**src/rtl/candidate_feeder_if.sv**
```systemverilog
// Handshake and data bundle between the candidate feeder and its host/filter.
// master: the host side; it loads candidates, starts streaming and returns Filter_Save.
// slave: the feeder side; it streams candidates and reports ID, Saved_Count and status.
interface candidate_feeder_if #(
  parameter int Q_Width       = 6,
  parameter int LLR_Width     = 5,
  parameter int Counter_Width = 4,
  parameter int Depth         = 2**(Counter_Width+1)-1
);
  logic                   Load_Valid;
  logic [Q_Width:0]       Load_Q;
  logic [LLR_Width:0]     Load_LLR;
  logic                   Start;
  logic                   Filter_Save;
  logic [Q_Width:0]       Output_Q;
  logic [LLR_Width:0]     Output_LLR;
  logic                   Output_Valid;
  logic [Depth:0]         ID;
  logic [Counter_Width+1:0] Saved_Count;
  logic                   Load_Full;
  logic                   Busy;
  logic                   Done;

  modport master (
    output Load_Valid, Load_Q, Load_LLR, Start, Filter_Save,
    input  Output_Q, Output_LLR, Output_Valid, ID, Saved_Count, Load_Full, Busy, Done
  );

  modport slave (
    input  Load_Valid, Load_Q, Load_LLR, Start, Filter_Save,
    output Output_Q, Output_LLR, Output_Valid, ID, Saved_Count, Load_Full, Busy, Done
  );
endinterface

```
**src/rtl/candidate_feeder.sv**
```systemverilog
// Buffers up to 2**List_Width candidates, then streams them one per 2 cycles to a duplicate filter.
// Ports: clk, rst_n (async active-low), bus (slave modport of candidate_feeder_if).
// Latency: first Output_Valid 1 cycle after Start; Filter_Save sampled the cycle after each issue.
module candidate_feeder #(
  parameter int Q_Width       = 6,
  parameter int LLR_Width     = 5,
  parameter int Counter_Width = 4,
  parameter int Depth         = 2**(Counter_Width+1)-1,
  parameter int List_Width    = 5
) (
  input logic               clk,
  input logic               rst_n,
  candidate_feeder_if.slave bus
);
  localparam int ListLen = 2**List_Width;
  localparam logic [Counter_Width+1:0] SatCount = (Counter_Width+2)'(Depth+1);
  localparam logic [List_Width:0]      PtrOne   = (List_Width+1)'(1);
  localparam logic [Counter_Width+1:0] CntOne   = (Counter_Width+2)'(1);

  typedef enum logic [1:0] {IDLE, ISSUE, WAIT, FIN} state_t;

  state_t state, next_state;

  logic [Q_Width:0]         list_q   [ListLen];
  logic [LLR_Width:0]       list_llr [ListLen];
  logic [List_Width:0]      wr_ptr, rd_ptr;
  logic [Q_Width:0]         last_q;
  logic [LLR_Width:0]       last_llr;
  logic [Q_Width:0]         cur_q;
  logic [LLR_Width:0]       cur_llr;
  logic [Depth:0]           id, id_shift, id_next;
  logic [Counter_Width+1:0] saved_count;
  logic                     load_ok, start_ok, save_ok;

  // Loads and Start are only honoured in IDLE; Filter_Save only in WAIT.
  assign load_ok  = (state == IDLE) && bus.Load_Valid && !wr_ptr[List_Width];
  assign start_ok = (state == IDLE) && bus.Start;
  assign save_ok  = (state == WAIT) && bus.Filter_Save;

  // Shifting in a one keeps ID a thermometer code.
  assign id_shift = {id[Depth-1:0], 1'b1};
  assign id_next  = save_ok ? id_shift : id;

  assign cur_q   = list_q[rd_ptr[List_Width-1:0]];
  assign cur_llr = list_llr[rd_ptr[List_Width-1:0]];

  // During ISSUE the list entry is shown directly; otherwise the last issued value is held.
  assign bus.Output_Q    = (state == ISSUE) ? cur_q : last_q;
  assign bus.Output_LLR  = (state == ISSUE) ? cur_llr : last_llr;
  assign bus.ID          = id;
  assign bus.Saved_Count = saved_count;
  assign bus.Load_Full   = wr_ptr[List_Width];

  always_ff @(posedge clk or negedge rst_n) begin
    if (!rst_n) begin
      state <= IDLE;
    end else begin
      state <= next_state;
    end
  end

  always_comb begin
    next_state       = state;
    bus.Output_Valid = 1'b0;
    bus.Busy         = 1'b1;
    bus.Done         = 1'b0;
    case (state)
      IDLE: begin
        bus.Busy = 1'b0;
        // A load in the same cycle as Start counts towards a non-empty list.
        if (bus.Start) begin
          next_state = ((wr_ptr != '0) || load_ok) ? ISSUE : FIN;
        end
      end
      ISSUE: begin
        bus.Output_Valid = 1'b1;
        next_state       = WAIT;
      end
      WAIT: begin
        // rd_ptr was already advanced in ISSUE, so equality means the list is exhausted.
        if ((&id_next) || (rd_ptr == wr_ptr)) begin
          next_state = FIN;
        end else begin
          next_state = ISSUE;
        end
      end
      FIN: begin
        bus.Done   = 1'b1;
        next_state = IDLE;
      end
      default: next_state = IDLE;
    endcase
  end

  always_ff @(posedge clk or negedge rst_n) begin
    if (!rst_n) begin
      wr_ptr      <= '0;
      rd_ptr      <= '0;
      id          <= '0;
      saved_count <= '0;
      last_q      <= '0;
      last_llr    <= '0;
    end else begin
      if (load_ok) begin
        wr_ptr <= wr_ptr + PtrOne;
      end
      if (start_ok) begin
        rd_ptr      <= '0;
        id          <= '0;
        saved_count <= '0;
      end
      if (state == ISSUE) begin
        last_q   <= cur_q;
        last_llr <= cur_llr;
        rd_ptr   <= rd_ptr + PtrOne;
      end
      if (save_ok) begin
        id <= id_shift;
        if (saved_count != SatCount) begin
          saved_count <= saved_count + CntOne;
        end
      end
      if (state == FIN) begin
        wr_ptr <= '0;
      end
    end
  end

  // List storage carries no reset; stale entries are never read past wr_ptr.
  always_ff @(posedge clk) begin
    if (load_ok) begin
      list_q[wr_ptr[List_Width-1:0]]   <= bus.Load_Q;
      list_llr[wr_ptr[List_Width-1:0]] <= bus.Load_LLR;
    end
  end

endmodule

```
**src/flat_wrapper.sv**
```systemverilog
// flat-port wrapper written by rule: the top's interface ports become plain ports
module candidate_feeder_flat 
#(
  parameter int Q_Width       = 6,
  parameter int LLR_Width     = 5,
  parameter int Counter_Width = 4,
  parameter int Depth         = 2**(Counter_Width+1)-1,
  parameter int List_Width    = 5
)
  (clk, rst_n, bus_Load_Valid, bus_Load_Q, bus_Load_LLR, bus_Start, bus_Filter_Save, bus_Output_Q, bus_Output_LLR, bus_Output_Valid, bus_ID, bus_Saved_Count, bus_Load_Full, bus_Busy, bus_Done);
  candidate_feeder_if #(.Q_Width(Q_Width), .LLR_Width(LLR_Width), .Counter_Width(Counter_Width), .Depth(Depth)) bus_i ();
  input logic clk;
  input logic rst_n;
  input wire logic [$bits(bus_i.Load_Valid)-1:0] bus_Load_Valid;
  input wire logic [$bits(bus_i.Load_Q)-1:0] bus_Load_Q;
  input wire logic [$bits(bus_i.Load_LLR)-1:0] bus_Load_LLR;
  input wire logic [$bits(bus_i.Start)-1:0] bus_Start;
  input wire logic [$bits(bus_i.Filter_Save)-1:0] bus_Filter_Save;
  output wire logic [$bits(bus_i.Output_Q)-1:0] bus_Output_Q;
  output wire logic [$bits(bus_i.Output_LLR)-1:0] bus_Output_LLR;
  output wire logic [$bits(bus_i.Output_Valid)-1:0] bus_Output_Valid;
  output wire logic [$bits(bus_i.ID)-1:0] bus_ID;
  output wire logic [$bits(bus_i.Saved_Count)-1:0] bus_Saved_Count;
  output wire logic [$bits(bus_i.Load_Full)-1:0] bus_Load_Full;
  output wire logic [$bits(bus_i.Busy)-1:0] bus_Busy;
  output wire logic [$bits(bus_i.Done)-1:0] bus_Done;
  assign bus_i.Load_Valid = bus_Load_Valid;
  assign bus_i.Load_Q = bus_Load_Q;
  assign bus_i.Load_LLR = bus_Load_LLR;
  assign bus_i.Start = bus_Start;
  assign bus_i.Filter_Save = bus_Filter_Save;
  assign bus_Output_Q = bus_i.Output_Q;
  assign bus_Output_LLR = bus_i.Output_LLR;
  assign bus_Output_Valid = bus_i.Output_Valid;
  assign bus_ID = bus_i.ID;
  assign bus_Saved_Count = bus_i.Saved_Count;
  assign bus_Load_Full = bus_i.Load_Full;
  assign bus_Busy = bus_i.Busy;
  assign bus_Done = bus_i.Done;
  candidate_feeder #(.Q_Width(Q_Width), .LLR_Width(LLR_Width), .Counter_Width(Counter_Width), .Depth(Depth), .List_Width(List_Width)) u_core (.clk(clk), .rst_n(rst_n), .bus(bus_i));
endmodule
```
**config.mk**
```make
export PLATFORM = sky130hd
export DESIGN_NAME = candidate_feeder_flat
export DESIGN_NICKNAME = d
export VERILOG_FILES = /design/src/rtl/candidate_feeder_if.sv /design/src/rtl/candidate_feeder.sv /design/src/flat_wrapper.sv
export SDC_FILE = /design/constraint.sdc
export NUM_CORES = 1
export LEC_CHECK = 0
export CORE_UTILIZATION = 43
export DETAILED_ROUTE_END_ITERATION = 8
export GPL_TIMING_DRIVEN = 1
export PLACE_DENSITY_LB_ADDON = 0.25
export SETUP_SLACK_MARGIN = 0.3
export SYNTH_ARGS = -nofsm -noshare
export SYNTH_HDL_FRONTEND = slang
export SYNTH_SLANG_ARGS = --single-unit
```
**constraint.sdc**
```tcl
create_clock -name clk -period 2.9 [get_ports clk]
set_input_delay 0.29 -clock clk [delete_from_list [all_inputs] [get_ports clk]]
set_output_delay 0.29 -clock clk [all_outputs]
set_load 0.1 [all_outputs]
```
==> out/metrics.csv <==
metric;value;unit
total number of placement rows;76;
First DRT Iteration DRCs;1123;
max-cap violations;0;
global-route total usage across every layer;21.3;%
violations in the final reports;setup timing;
Synth-to-Final Area Change;23.2;%
number of synthesized flops with an enable pin;416;
cell area after synthesis;19100;sq um
sequential-to-total area share from yosys stat;74.0;%
ratio of total power to cell area;939;nW/um^2
number of iterations in the first detailed-routing pass;9;
number of vias in the routed layout;10700;
post-synthesis average cell area;17.5;sq um
Hold WC Path Type;input pin to flip-flop;
VDD IR max;0.000603;V
insertion delay to the later sink of the worst-skew pair;0.58;ns
Antenna diodes;0;
unrepaired setup endpoints after global routing;true;
Die Height;213;um
initial antenna violation count;1;
number of DRC violations after detailed routing;0;
launch point of the worst hold path;bus_Start;
clock root buffer;sky130_fd_sc_hd__clkbuf_16;
post-detailed-route count of antenna-violating nets;0;
hold depth;3;
most numerous cell on the critical path;sky130_fd_sc_hd__buf_12;
reg2reg end;u_core.list_q[8][5];
global placement routability congestion;0.779;
portion of the clock cycle consumed by the worst path in the final layout;109;%
main flop type after synthesis;sky130_fd_sc_hd__edfxtp_1;
element type at the critical path end;primary output;
count of final setup violators;13;
# placed instances;1783;
die area;45200;sq um
routed wire length;47000;um
wire length of the first global-routing pass;69400;um
area of combinational cells with multiple inputs;5080;sq um
path depth of the worst reg2reg path;5;
proportion of layout cells with a drive suffix above 1;28.0;%
final cell count without fillers;1890;
sum of negative setup slack;-2.56;ns
Wirelength per Cell;24.9;um
maximum number of pins on one net before global-route repair;66;
Highest Clock Rate;316;MHz
number of buffers created by CTS;48;
synthesized instance count;1089;
final-layout fill cell count;3414;
CTS tree;built;
Worst path slowest cell;sky130_fd_sc_hd__dfrtp_4;
Final Hold Viols;0;
fraction of post-synthesis cell area in the top cell type by area;65.5;%
core region area;43500;sq um
largest family of logic cells by synthesized area;multiplexers;
PortBufs;72;
maximum clock path buffer count;3;
# clock sinks;481;
dominant cell type by area after synthesis;sky130_fd_sc_hd__edfxtp_1;
clock edge transition at the registers on the reported setup and hold paths;0.06;ns
number of max-slew violations in the final report;0;
share of the synthesized area in compound gates (AO/OA/AOI/OAI);6.21;%
xor and xnor area share after synthesis;0.505;%
Worst setup SP type;flip-flop;
number of nets produced by synthesis;1114;
drt via density;5.66;
Worst Path Max Fanout;6;
Area contributors post-synth;sky130_fd_sc_hd__edfxtp_1 (65%), sky130_fd_sc_hd__dfrtp_1 (8.5%), sky130_fd_sc_hd__mux2i_1 (6.1%);
Async SR Flop Fraction;13.5;%
flops & latches, synth;481;
worst-case headroom to the max-slew limit;16.5;%
mux contribution to synthesized area;12.3;%
DP Wirelength;27800;um
Reg2Reg Launch Point;u_core.state[1];
data arrival time of the worst path;2.88;ns
cells along the critical path;buf_12, buf_12, buf_16, mux4_2, mux2i_2, nand2_1, o311ai_2, buf_4, o31ai_4, buf_12;
count of cell types in the netlist;47;
Net count, final;1293;
cell with the most instances after synthesis;sky130_fd_sc_hd__edfxtp_1;
Overflow after GRT;0;
number of top-level design ports;73;
setup slack after layout;-0.267;ns
clock skew;0.0259;ns
H-tree levels;2;
Initial Util;43.9;%
minimum clock period after layout;3.17;ns
run status;complete, but fails checks;
area share of and/or/nand/nor cells after synthesis;4.55;%
post-synthesis adder-cell area fraction;0.459;%
x dimension of the die;213;um
slowest stage delay, CP;0.49;ns
WP data required;2.61;ns
Yosys warning count;0;
leakage power figure;8.08;nW
via count of the first global-routing pass;10800;
Worst Max-Slew Pin Slew;1.25;ns
slack of the worst reg-to-reg path;0.59;ns
Sequential cell area;14100;sq um
Worst Hold Path EP;u_core.state[0];
leading cell types by count after synthesis;sky130_fd_sc_hd__edfxtp_1 (416), sky130_fd_sc_hd__mux2i_1 (117), sky130_fd_sc_hd__nor2_1 (66);
worst setup path class;flip-flop to primary output;
## flip-flops by register name, indices dropped and copies added, names as in the netlist
name	cells
u_core.bus.ID	32
u_core.bus.Saved_Count	6
u_core.last_llr	6
u_core.last_q	7
u_core.list_llr	192
u_core.list_q	224
u_core.rd_ptr	6
u_core.state	2
u_core.wr_ptr	6
## area by class of cell
cell class / instances / area share, %
clock buffer: 62 / 5.60
clock inverter: 25 / 0.948
inverter: 8 / 0.144
multi-input combinational: 534 / 21.6
sequential: 481 / 60.1
tap: 585 / 3.11
timing repair buffer: 195 / 8.46
## kinds of logic (layout without fill, tap and decap cells)
logic type | after synthesis | count (layout)
AO/OA/AOI/OAI | 171 | 171
XOR/XNOR | 11 | 11
adder cells (fa/ha/maj) | 7 | 7
buffers and inverters | 74 | 290
flip-flops | 481 | 481
multiplexers | 169 | 169
AND/OR/NAND/NOR | 176 | 176
## timing repair
item                                   CTS  global route
resized for setup                       76            14
hold buffers                             1             0
setup endpoints to repair               13            13
endpoints found under the hold margin   65             0
gates cloned                             6             1
setup buffers                           11             1
pin swaps                               11             3
## worst max path at each step
stage	startpoint	end	cells past startpoint
floorplan	u_core.wr_ptr[5]	u_core.list_llr[31][0]	3
detailed placement	u_core.rd_ptr[0]	bus_Output_Q[2]	6
finish	u_core.rd_ptr[0]	bus_Output_Q[1]	10
global placement	u_core.rd_ptr[0]	bus_Output_Q[1]	6
CTS	u_core.rd_ptr[0]	bus_Output_Q[1]	10
global route	u_core.rd_ptr[0]	bus_Output_Q[1]	10
## report_power, final
group          switching [mW]  internal [mW]
logic                    4.63           3.33
registers               0.253           7.77
clock network            2.54           3.55
total                    7.43           14.6
## per-stage QoR
step / area, sq um / total power [mW] / hold WS (ns) / util, % / setup slack [ns]
after floorplan: 19300 / 12.9 / -0.00559 / - / 0.292
final: 23500 / 22.1 / 0.384 / 54.1 / -0.267
after global routing: 23500 / 22.9 / 0.389 / 54.1 / -0.343
after global placement: 21200 / 15.1 / 0.527 / 48.9 / 0.101
after detailed placement: 21200 / 15.1 / 0.531 / 48.9 / 0.0941
after CTS: 23400 / 22.1 / 0.346 / 53.9 / -0.262
## per-layer routing
layer / up-vias / global-route usage, % / wire length, um
met1: 5552 / 28.9 / 20600
met3: 94 / 4.66 / 2680
met4: 2 / 7.14 / 1260
li1: 4707 / - / -
met5: - / 0 / 16
met2: 338 / 34.0 / 22400
## worst max-delay path: cells and delay by family (launching register included)
kind / cells / cell delay, ns
AOI/OAI and AO/OA: 2 / 0.21
buffers and inverters: 5 / 0.80
DFF: 1 / 0.49
muxes: 2 / 0.65
and+or+nand+nor: 1 / 0.13
## placed cells by master, fill, tap and decap left out, types with 16 or more instances in the layout
master	Yosys	final
sky130_fd_sc_hd__clkbuf_16	0	51
sky130_fd_sc_hd__mux4_2	52	52
sky130_fd_sc_hd__o21ai_0	24	24
sky130_fd_sc_hd__buf_4	8	140
sky130_fd_sc_hd__nor2_1	66	64
sky130_fd_sc_hd__dfrtp_1	65	62
sky130_fd_sc_hd__nor2b_1	27	24
sky130_fd_sc_hd__a22o_1	32	32
sky130_fd_sc_hd__o22ai_1	39	30
sky130_fd_sc_hd__nand2_1	28	27
sky130_fd_sc_hd__clkdlybuf4s50_1	0	16
sky130_fd_sc_hd__a21oi_1	31	31
sky130_fd_sc_hd__buf_12	0	23
sky130_fd_sc_hd__edfxtp_1	416	416
sky130_fd_sc_hd__mux2i_1	117	103
Power figures use the tool's default switching activity.
